`config.mk`:
```
export PLATFORM = sky130hd
export DESIGN_NAME = pe_dot_sm5_packer
export DESIGN_NICKNAME = d
export VERILOG_FILES = /design/src/rtl/pe_types.sv /design/src/rtl/pe_fifo_2deep.sv /design/src/rtl/pe_dot_sm5_packer.sv
export SDC_FILE = /design/constraint.sdc
export NUM_CORES = 1
export LEC_CHECK = 0
export CORE_ASPECT_RATIO = 0.7
export CORE_MARGIN = 4
export CORE_UTILIZATION = 50
export CTS_CLUSTER_DIAMETER = 200
export DETAILED_ROUTE_END_ITERATION = 10
export PLACE_DENSITY = 0.73
export SLEW_MARGIN = 40
export SYNTH_ARGS = -nofsm -noshare
export SYNTH_HDL_FRONTEND = slang
export SYNTH_SLANG_ARGS = --single-unit
```
`constraint.sdc`:
```
create_clock -name clock -period 19.15 [get_ports clock]
set_input_delay 1.915 -clock clock [delete_from_list [all_inputs] [get_ports clock]]
set_output_delay 1.915 -clock clock [all_outputs]
set_load 0.01 [all_outputs]
```
`src/rtl/pe_types.sv`:
```
// Shared PE datapath types: sign-magnitude element format and the
// saturating two's-complement to sign-magnitude conversion.
package pe_types;

    localparam int PE_IN_WIDTH = 8;
    localparam int PE_SM_WIDTH = 5;
    localparam logic [PE_SM_WIDTH-2:0] SM_MAGMAX = '1;

    typedef logic [PE_SM_WIDTH-1:0] sm_elem_t;

    typedef struct packed {
        logic                   sat;
        logic                   sign;
        logic [PE_SM_WIDTH-2:0] mag;
    } sm_conv_t;

    // |x| fits unsigned in PE_IN_WIDTH bits, including the most negative value.
    function automatic sm_conv_t to_sign_mag(input logic [PE_IN_WIDTH-1:0] x);
        sm_conv_t               r;
        logic [PE_IN_WIDTH-1:0] a;
        a      = x[PE_IN_WIDTH-1] ? (~x + 1'b1) : x;
        r.sat  = (a > PE_IN_WIDTH'(SM_MAGMAX));
        r.mag  = r.sat ? SM_MAGMAX : a[PE_SM_WIDTH-2:0];
        r.sign = x[PE_IN_WIDTH-1] && (r.mag != '0);
        return r;
    endfunction

endpackage

```
`src/rtl/pe_fifo_2deep.sv`:
```
// Two-entry valid/ready FIFO with a registered ready. The head register
// drives o_data directly, so data holds while stalled and after draining.
module pe_fifo_2deep #(
    parameter int WIDTH = 8
) (
    input  logic             clock,
    input  logic             reset,
    input  logic             i_valid,
    output logic             o_ready,
    input  logic [WIDTH-1:0] i_data,
    output logic             o_valid,
    input  logic             i_ready,
    output logic [WIDTH-1:0] o_data
);

    logic [1:0]       r_count;
    logic             r_ready;
    logic [WIDTH-1:0] r_head;
    logic [WIDTH-1:0] r_tail;
    logic             w_push;
    logic             w_pop;
    logic [1:0]       w_count_nxt;

    assign w_push  = i_valid && r_ready;
    assign w_pop   = (r_count != 2'd0) && i_ready;
    assign o_ready = r_ready;
    assign o_valid = (r_count != 2'd0);
    assign o_data  = r_head;

    always_comb begin
        w_count_nxt = r_count;
        case ({w_push, w_pop})
            2'b10:   w_count_nxt = r_count + 2'd1;
            2'b01:   w_count_nxt = r_count - 2'd1;
            default: w_count_nxt = r_count;
        endcase
    end

    always_ff @(posedge clock or posedge reset) begin
        if (reset) begin
            r_count <= 2'd0;
            r_ready <= 1'b0;
            r_head  <= '0;
            r_tail  <= '0;
        end else begin
            r_count <= w_count_nxt;
            r_ready <= (w_count_nxt < 2'd2);
            if (w_pop && r_count == 2'd2)
                r_head <= r_tail;
            // A push lands in the head when the head is empty or is leaving this cycle.
            if (w_push) begin
                if (r_count == 2'd0 || (r_count == 2'd1 && w_pop))
                    r_head <= i_data;
                else
                    r_tail <= i_data;
            end
        end
    end

endmodule

```
`src/rtl/pe_dot_sm5_packer.sv`:
```
// Converts dot vectors to saturated sign-magnitude and packs NUM_PACKED
// consecutive vectors into one operand word for the DSP-packed multiplier.
module pe_dot_sm5_packer
    import pe_types::*;
#(
    parameter int DOT_SIZE   = 8,
    parameter int IN_WIDTH   = PE_IN_WIDTH,
    parameter int SM_WIDTH   = PE_SM_WIDTH,
    parameter int NUM_PACKED = 2
) (
    input  logic                                             clock,
    input  logic                                             reset,
    input  logic                                             i_valid,
    output logic                                             o_ready,
    input  logic [DOT_SIZE-1:0][IN_WIDTH-1:0]                i_data,
    input  logic                                             i_last,
    output logic                                             o_valid,
    input  logic                                             i_ready,
    output logic [NUM_PACKED-1:0][DOT_SIZE-1:0][SM_WIDTH-1:0] o_data,
    output logic [NUM_PACKED-1:0]                            o_slot_mask,
    input  logic                                             i_clear_stats,
    output logic [15:0]                                      o_sat_count
);

    localparam int SLOT_W = (NUM_PACKED > 1) ? $clog2(NUM_PACKED) : 1;
    localparam int CNT_W  = $clog2(DOT_SIZE + 1);
    localparam int FIFO_W = NUM_PACKED * DOT_SIZE * SM_WIDTH + NUM_PACKED;

    typedef logic [NUM_PACKED-1:0][DOT_SIZE-1:0][SM_WIDTH-1:0] word_t;

    logic [DOT_SIZE-1:0][SM_WIDTH-1:0] w_sm;
    logic [DOT_SIZE-1:0]               w_sat;
    logic [CNT_W-1:0]                  w_nsat;
    logic [16:0]                       w_sum;
    logic                              w_fifo_ready;
    logic                              w_accept;
    logic                              w_done;
    word_t                             w_word;
    logic [NUM_PACKED-1:0]             w_mask;
    logic [FIFO_W-1:0]                 w_fifo_out;

    word_t                 r_asm;
    logic [NUM_PACKED-1:0] r_mask;
    logic [SLOT_W-1:0]     r_slot;
    logic [15:0]           r_sat_count;

    for (genvar e = 0; e < DOT_SIZE; e++) begin : g_conv
        sm_conv_t w_c;
        assign w_c      = to_sign_mag(i_data[e]);
        assign w_sm[e]  = {w_c.sign, w_c.mag};
        assign w_sat[e] = w_c.sat;
    end

    always_comb begin
        w_nsat = '0;
        for (int e = 0; e < DOT_SIZE; e++)
            w_nsat = w_nsat + CNT_W'(w_sat[e]);
    end

    assign w_accept = i_valid && w_fifo_ready;
    assign w_done   = w_accept && ((r_slot == SLOT_W'(NUM_PACKED - 1)) || i_last);
    assign w_sum    = {1'b0, r_sat_count} + 17'(w_nsat);

    // Word as it stands once the current beat is merged in; pushed on completion.
    always_comb begin
        w_word         = r_asm;
        w_mask         = r_mask;
        w_word[r_slot] = w_sm;
        w_mask[r_slot] = 1'b1;
    end

    always_ff @(posedge clock or posedge reset) begin
        if (reset) begin
            r_asm  <= '0;
            r_mask <= '0;
            r_slot <= '0;
        end else if (w_accept) begin
            if (w_done) begin
                r_asm  <= '0;
                r_mask <= '0;
                r_slot <= '0;
            end else begin
                r_asm  <= w_word;
                r_mask <= w_mask;
                r_slot <= r_slot + 1'b1;
            end
        end
    end

    always_ff @(posedge clock or posedge reset) begin
        if (reset)
            r_sat_count <= '0;
        else if (i_clear_stats)
            r_sat_count <= '0;
        else if (w_accept)
            r_sat_count <= w_sum[16] ? 16'hFFFF : w_sum[15:0];
    end

    pe_fifo_2deep #(
        .WIDTH(FIFO_W)
    ) u_fifo (
        .clock  (clock),
        .reset  (reset),
        .i_valid(w_done),
        .o_ready(w_fifo_ready),
        .i_data ({w_word, w_mask}),
        .o_valid(o_valid),
        .i_ready(i_ready),
        .o_data (w_fifo_out)
    );

    assign {o_data, o_slot_mask} = w_fifo_out;
    assign o_ready               = w_fifo_ready;
    assign o_sat_count           = r_sat_count;

endmodule

```
# Word-level counts from Yosys, hierarchy flattened

Index checks and enable logic that the tools add are counted.
W data, S select, Z words.

Logic and storage cells: 127
Output and inout port bits: 100
Input bits: 70
Bits in registers: 266

Add/subtract/negate cells: 19
Bitwise operators: 10
$lt $le $gt $ge: 11
Equality and inequality tests: 4
Reduce and logical (&&, ||, !) cells: 29
Muxes and demuxes: 31

Operators with widths:

| kind                  | count |
|---|---|
| $mux W82              | 3 |
| $bwmux W80            | 1 |
| $mux W80              | 1 |
| $add A8 B1 Y8 const B | 8 |
| $gt A8 B4 Y1 const B  | 8 |
| $mux W8               | 8 |
| $not A8 Y8            | 8 |
| $mux W16              | 3 |
| $demux W40 S1         | 1 |
| $mux W40              | 1 |
| $mux W4               | 8 |
| $reduce_bool A4 Y1    | 8 |
| $add A16 B4 Y17       | 1 |
| $add A4 B1 Y4         | 4 |
| $logic_and A1 B1 Y1   | 15 |
| $add A3 B1 Y4         | 1 |
| $eq A2 B1 Y1 const B  | 2 |
| $eq A2 B2 Y1 const B  | 2 |
| $pmux W2 S2           | 1 |
| $reduce_bool A2 Y1    | 2 |
| $add A2 B1 Y3         | 1 |
| $add A1 B1 Y2         | 1 |
| $add A2 B1 Y2 const B | 1 |
| $logic_not A2 Y1      | 1 |
| 12 further kinds      | 14 |

# Longest topological paths before layout

Depth after elaboration: 15
Depth in mapped cells: 19
Mapped depth without buffers: 18

# By module

From an unflattened synthesis, not the netlist that was laid out.

Cell total of the unflattened synthesis: 1239
Area, all modules: 13237.7 um^2

Modules (own cells, without submodules):

| module            | area an instance (um^2) | cells an instance | seq. area each (um^2) | times used |
|---|---|---|---|---|
| pe_fifo_2deep     | 7118.1                  | 560               | 4179.0                | 1 |
| pe_dot_sm5_packer | 6119.6                  | 679               | 2477.4                | 1 |

# Worst setup path before layout

No wires, ideal clock.

Kind: input to register
Start: input i_data[17] (netlist name)
End: register r_sat_count[10] (netlist: o_sat_count[10])
Setup time: 136 ps
Buffers on the path: 2
Required time: 19014 ps
Stages on the path: 19
Arrival: 6016 ps
Slack: 12998 ps
Cell sequence: inv_1 > ha_1 > nor3b_1 > mux2i_1 > a31oi_1 > buf_2 > fa_1 > inv_1 > fa_1 > fa_1 > fa_1 > inv_1 > fa_1 > a211oi_1 > nor2_1 > nand3_1 > buf_2 > and4_1 > nor3_1

Longest elaborated chain between the ends: 14

Ends and longest elaborated chain:

| item                            | line                    | text |
|---|---|---|
| start, declared                 | pe_dot_sm5_packer.sv:15 | `input logic [DOT_SIZE-1:0][IN_WIDTH-1:0] i_data,` |
| $not A8 Y8                      | pe_types.sv:21          | `a = x[PE_IN_WIDTH-1] ? (~x + 1'b1) : x;` |
| $add A8 B1 Y8                   | pe_types.sv:21          |  |
| $mux W8 (*)                     | pe_types.sv:21          |  |
| $gt A8 B4 Y1 (*)                | pe_types.sv:22          | `r.sat = (a > PE_IN_WIDTH'(SM_MAGMAX));` |
| $add A2 B1 Y3 (*)               | pe_dot_sm5_packer.sv:57 | `w_nsat = w_nsat + CNT_W'(w_sat[e]);` |
| $add A3 B1 Y4 (*)               | pe_dot_sm5_packer.sv:57 |  |
| $add A4 B1 Y4 (*) (4 in series) | pe_dot_sm5_packer.sv:57 |  |
| $add A16 B4 Y17 (*)             | pe_dot_sm5_packer.sv:62 | `assign w_sum = {1'b0, r_sat_count} + 17'(w_nsat);` |
| $mux W16 (*)                    | pe_dot_sm5_packer.sv:96 | `r_sat_count <= w_sum[16] ? 16'hFFFF : w_sum[15:0];` |
| $mux W16 (*)                    | pe_dot_sm5_packer.sv:95 | `else if (w_accept)` |
| $mux W16 (*)                    | pe_dot_sm5_packer.sv:93 | `else if (i_clear_stats)` |
| end signal, assigned            | pe_dot_sm5_packer.sv:96 |  |
| end, declared                   | pe_dot_sm5_packer.sv:45 | `logic [15:0] r_sat_count;` |

Every way passes the cells marked *; elsewhere a longest branch is shown, timed or not. The select of a mux whose other input is x is not followed.
A chain may end at the register's enable or synchronous reset.

# Worst setup path after layout

Start: input i_data[1] (netlist name)
End: register r_sat_count[7] (netlist: o_sat_count[7])

Longest elaborated chain between the ends: 15

Ends and longest elaborated chain:

| item                            | line |
|---|---|
| $not A8 Y8                      | pe_types.sv:21 |
| $add A8 B1 Y8                   | pe_types.sv:21 |
| $mux W8 (*)                     | pe_types.sv:21 |
| $gt A8 B4 Y1 (*)                | pe_types.sv:22 |
| $add A1 B1 Y2 (*)               | pe_dot_sm5_packer.sv:57 |
| $add A2 B1 Y3 (*)               | pe_dot_sm5_packer.sv:57 |
| $add A3 B1 Y4 (*)               | pe_dot_sm5_packer.sv:57 |
| $add A4 B1 Y4 (*) (4 in series) | pe_dot_sm5_packer.sv:57 |
| $add A16 B4 Y17 (*)             | pe_dot_sm5_packer.sv:62 |
| $mux W16 (*)                    | pe_dot_sm5_packer.sv:96 |
| $mux W16 (*)                    | pe_dot_sm5_packer.sv:95 |
| $mux W16 (*)                    | pe_dot_sm5_packer.sv:93 |

Marks and branches as above.

==> metrics list <==
- Sequential cell area fraction in the yosys report: 49.4%
- Walking the worst path, the cells encountered are clkdlybuf4s50_1 -> inv_1 -> ha_1 -> nor4b_1 -> o21ai_0 -> a21oi_1 -> nor2_1 -> fa_1 -> inv_1 -> fa_1 -> fa_1 -> fa_1 -> inv_1 -> fa_1 -> a211oi_1 -> nor2_1 -> nand3_1 -> and3_1 -> a221oi_1.
* Setup-failing EPs final: 0
- Max Cap Violations: 0
- Dividing the detail-routed via count by the number of cells gives 5.94.
- Setup repair after global routing missed its margin: no
- For this configuration, the core starts out at a cell density of 51.5%.
- Of the total synthesized cell area, the portion taken by AND, OR, NAND and NOR gates is 17.9%.
- Startpoint of the worst-slack reg-to-reg timing path: o_sat_count[0]
* Clock-pin slew of the registers on the worst-case setup and hold paths: 0.06 ns
- Cell total after placement: 1854
* Drt pass-1 iters: 5
- Total negative slack: 0 ns
- The number of nets handed over by synthesis was 1499.
- The core region is 26100 um^2.
* Floorplan die height: 145 um
- Detailed placement ended at an HPWL of 24700 um.
- VDD sags by at most 82.5 uV.
- Initial DRC count: 978
- The floorplan step defined a die boundary enclosing 29700 um^2.
- For the worst-skew pair, the clock arrives at the later sink with an insertion delay of 0.53 ns.
* Dominant combinational cell family by area after synthesis: compound AO/OA/AOI/OAI gates
- The finished layout holds 1900 standard cells, fillers aside.
* Number of distinct library cells after synthesis: 63
- Global route overflow: 0
* ANT nets after route: 0
- Cell at the root of the clock tree: sky130_fd_sc_hd__clkbuf_16
- Fmax achieved: 147 MHz
- Leading cell types in the layout, fill and taps excluded: 265 x sky130_fd_sc_hd__dfrtp_1, 188 x sky130_fd_sc_hd__nand2_1, 169 x sky130_fd_sc_hd__clkdlybuf4s50_1, 130 x sky130_fd_sc_hd__o21ai_0, 80 x sky130_fd_sc_hd__a21oi_1
- Syn-to-layout area delta: 21.4%
- Antenna Cells: 0
- For the worst setup path, the data required time is 19.52 ns.
* Routed Wire Length: 37800 um
- CTS H-tree lvls: 1
- In this run the worst setup path begins at i_data[1].
- Startpoint of the lowest-slack hold path: r_asm[10]
* Leading register cell type out of synthesis: sky130_fd_sc_hd__dfrtp_1
* Post-synthesis sequential element count: 266
- Count of hold buffers inserted by post-cts repair: 0
- In this run, synthesis inferred 0 flip-flops with an integrated enable.
* Largest net degree at the start of global routing: 99
- Cells with a size suffix above 1 make up 8.62% of the layout.
- TritonCTS built the clock tree.
- Input/output buffers: 169
- During I/O placement, the number of pins put on the boundary was 170.
- CP most frequent cell: sky130_fd_sc_hd__fa_1
* Layout Nets: 1619
- The number of hold violations in the final report came to 0.
- The run finished with clean final reports.
- The number of antenna violations at the first check in global routing came to 0.
- After floorplanning, the core was divided into 49 placement rows.
- Slowest cell on crit path: sky130_fd_sc_hd__fa_1
* Crit end category: flop
- Critical-path maximum fanout: 11
* Area of the mapped netlist: 13500 um^2
- Critical Path Max Stage Delay: 0.52 ns
- Min Tclk post-route: 6.79 ns
* Final period utilization: 35.4%
- Slew at the pin closest to its max-slew limit: 0.807 ns
* Total number of vias: 11300
- Synthesis handed over a netlist of 1405 instances.
* Most common cell after layout, fill and taps aside: sky130_fd_sc_hd__dfrtp_1
- Worst Setup Start Kind: primary input
* Post-synthesis area per instance: 9.58 um^2
* Ys Warns: 0
- Classification of the worst setup path: in -> reg
* P per Cell Area: 137 nW/um^2
- The congestion estimate from routability-driven global placement came to 0.885.
* Number of global-route vias before repair: 10800
- Summed over all cells, the static leakage comes to 0.00740 uW.
- Of the total synthesized cell area, the portion taken by full adders, half adders and majority gates is 2.51%.
* Async SR Flop Fraction: 100%
* Wire length of the first global-routing pass: 60200 um
- Clock tree synthesis found a total of 266 sinks.
- Number of setup buffers added after CTS: 0
* Class of the worst hold path: reg -> reg
- Post-detailed-route DRC marker count: 0
- The number of pins with negative max-slew slack in the final report is 0.
* Buffers from clock root to sink, at most: 3
- Drt wl/cell: 19.9 um
- The worst pin sits at a relative slew slack of 45.9%.
* Die boundary width: 204 um
- The synthesized netlist devotes 19.3% of its cell area to compound gates.
- Global routing used 24.7% of the available tracks.
- Post-synthesis mux area share: 5.15%
- In this run, CTS created clock tree buffers numbering 26.
* Worst Path Arrival: 7.15 ns
- Once the clock tree was built, the resizer swapped 0 gates to a different size.
- On the final layout, the worst clock skew is 0.00766 ns.
* Area share of xor/xnor cells in the synthesized design: 1.56%
metal layers:
layer | vias up | GRT usage [%] | routed length, um
met4 | 0 | 3.68 | 444
li1 | 5260 | - | -
met3 | 31 | 4.64 | 3240
met5 | - | 0 | 0
met1 | 5537 | 38.0 | 17300
met2 | 459 | 37.4 | 16800
state kept, by name, indices dropped and copies added (netlist names):
name / flops
r_asm: 80
r_slot: 1
u_fifo.o_ready: 1
u_fifo.r_count: 2
u_fifo.r_tail: 82
o_sat_count: 16
u_fifo.o_data: 82
r_mask: 2
where the power goes:
group	switching [uW]	internal [uW]
Combinational	426	380
Clock	219	313
Sequential	141	760
area by class of cell:
class / count / area (um^2)
Fill cell: 2179 / 9770
Sequential cell: 266 / 6660
Multi-Input combinational cell: 1006 / 6360
Timing Repair Buffer: 184 / 1840
Clock buffer: 36 / 748
Tap cell: 357 / 447
Inverter: 41 / 161
Clock inverter: 10 / 136
worst max-delay path: cells and delay by family:
| family | cells | cell delay (ns) |
|---|---|---|
| simple gates | 5 | 1.18 |
| buf+inv | 4 | 0.67 |
| fa+ha+maj | 6 | 2.31 |
| compound gates | 4 | 1.09 |
path summary, 6_finish.rpt:
check                                     to  slack (ns)  cells past startpoint
setup / recovery              o_sat_count[7]       12.36                     19
hold / removal                     r_asm[10]        0.48                      2
setup reg to reg              o_sat_count[7]       15.05                     12
hold reg to reg                    r_asm[10]        0.48                      2
max in group asynchronous             r_slot       15.90                      4
min in group asynchronous  u_fifo.o_data[47]        1.88                      2
Yosys cell counts, types with 5 or more instances:
library cell | count | share of area [%]
sky130_fd_sc_hd__a211oi_1 | 8 | 0.45
sky130_fd_sc_hd__a21o_1 | 24 | 1.3
sky130_fd_sc_hd__a21oi_1 | 80 | 3.0
sky130_fd_sc_hd__a221oi_1 | 7 | 0.46
sky130_fd_sc_hd__a22o_1 | 8 | 0.52
sky130_fd_sc_hd__a311oi_1 | 8 | 0.52
sky130_fd_sc_hd__a31o_2 | 13 | 0.85
sky130_fd_sc_hd__a31oi_1 | 23 | 1.1
sky130_fd_sc_hd__a32o_1 | 5 | 0.37
sky130_fd_sc_hd__and2_1 | 46 | 2.1
sky130_fd_sc_hd__and3_1 | 44 | 2.0
sky130_fd_sc_hd__buf_2 | 16 | 0.59
sky130_fd_sc_hd__clkbuf_1 | 68 | 1.9
sky130_fd_sc_hd__dfrtp_1 | 266 | 49
sky130_fd_sc_hd__fa_1 | 5 | 0.74
sky130_fd_sc_hd__ha_1 | 19 | 1.8
sky130_fd_sc_hd__inv_1 | 40 | 1.1
sky130_fd_sc_hd__mux2_2 | 18 | 1.5
sky130_fd_sc_hd__mux2i_1 | 49 | 3.6
sky130_fd_sc_hd__nand2_1 | 193 | 5.4
sky130_fd_sc_hd__nand2b_1 | 14 | 0.65
sky130_fd_sc_hd__nand3_1 | 39 | 1.4
sky130_fd_sc_hd__nand4_1 | 6 | 0.28
sky130_fd_sc_hd__nor2_1 | 70 | 2.0
sky130_fd_sc_hd__nor2b_1 | 8 | 0.37
sky130_fd_sc_hd__nor3_1 | 32 | 1.2
sky130_fd_sc_hd__nor4_1 | 9 | 0.42
sky130_fd_sc_hd__nor4b_1 | 5 | 0.33
sky130_fd_sc_hd__o211ai_1 | 6 | 0.33
sky130_fd_sc_hd__o21ai_0 | 130 | 4.8
sky130_fd_sc_hd__o21bai_1 | 9 | 0.50
sky130_fd_sc_hd__o221ai_1 | 10 | 0.65
sky130_fd_sc_hd__o22ai_1 | 28 | 1.3
sky130_fd_sc_hd__o31ai_1 | 11 | 0.61
sky130_fd_sc_hd__o41ai_4 | 5 | 1.0
sky130_fd_sc_hd__xnor2_1 | 23 | 1.5
metrics by stage:
stage | worst slack, ns | hold WS [ns] | util (%) | power (uW) | cell area, um^2
detailed placement | 11.92 | 0.463 | 59.1 | 1710 | 15400
global placement | 12.09 | 0.450 | 58.9 | 1690 | 15400
floorplan | 9.91 | 0.430 | - | 1350 | 13500
finish | 12.36 | 0.476 | 62.6 | 2240 | 16300
global route | 12.00 | 0.497 | 62.6 | 2370 | 16300
CTS | 12.45 | 0.477 | 62.5 | 2240 | 16300
logic make-up after synthesis:
family,Yosys count
XOR/XNOR,24
multiplexers,67
adder cells (fa/ha/maj),24
AND/OR/NAND/NOR,494
flip-flops,266
AO/OA/AOI/OAI,397
buffers and inverters,133
Power figures use the tool's default switching activity.
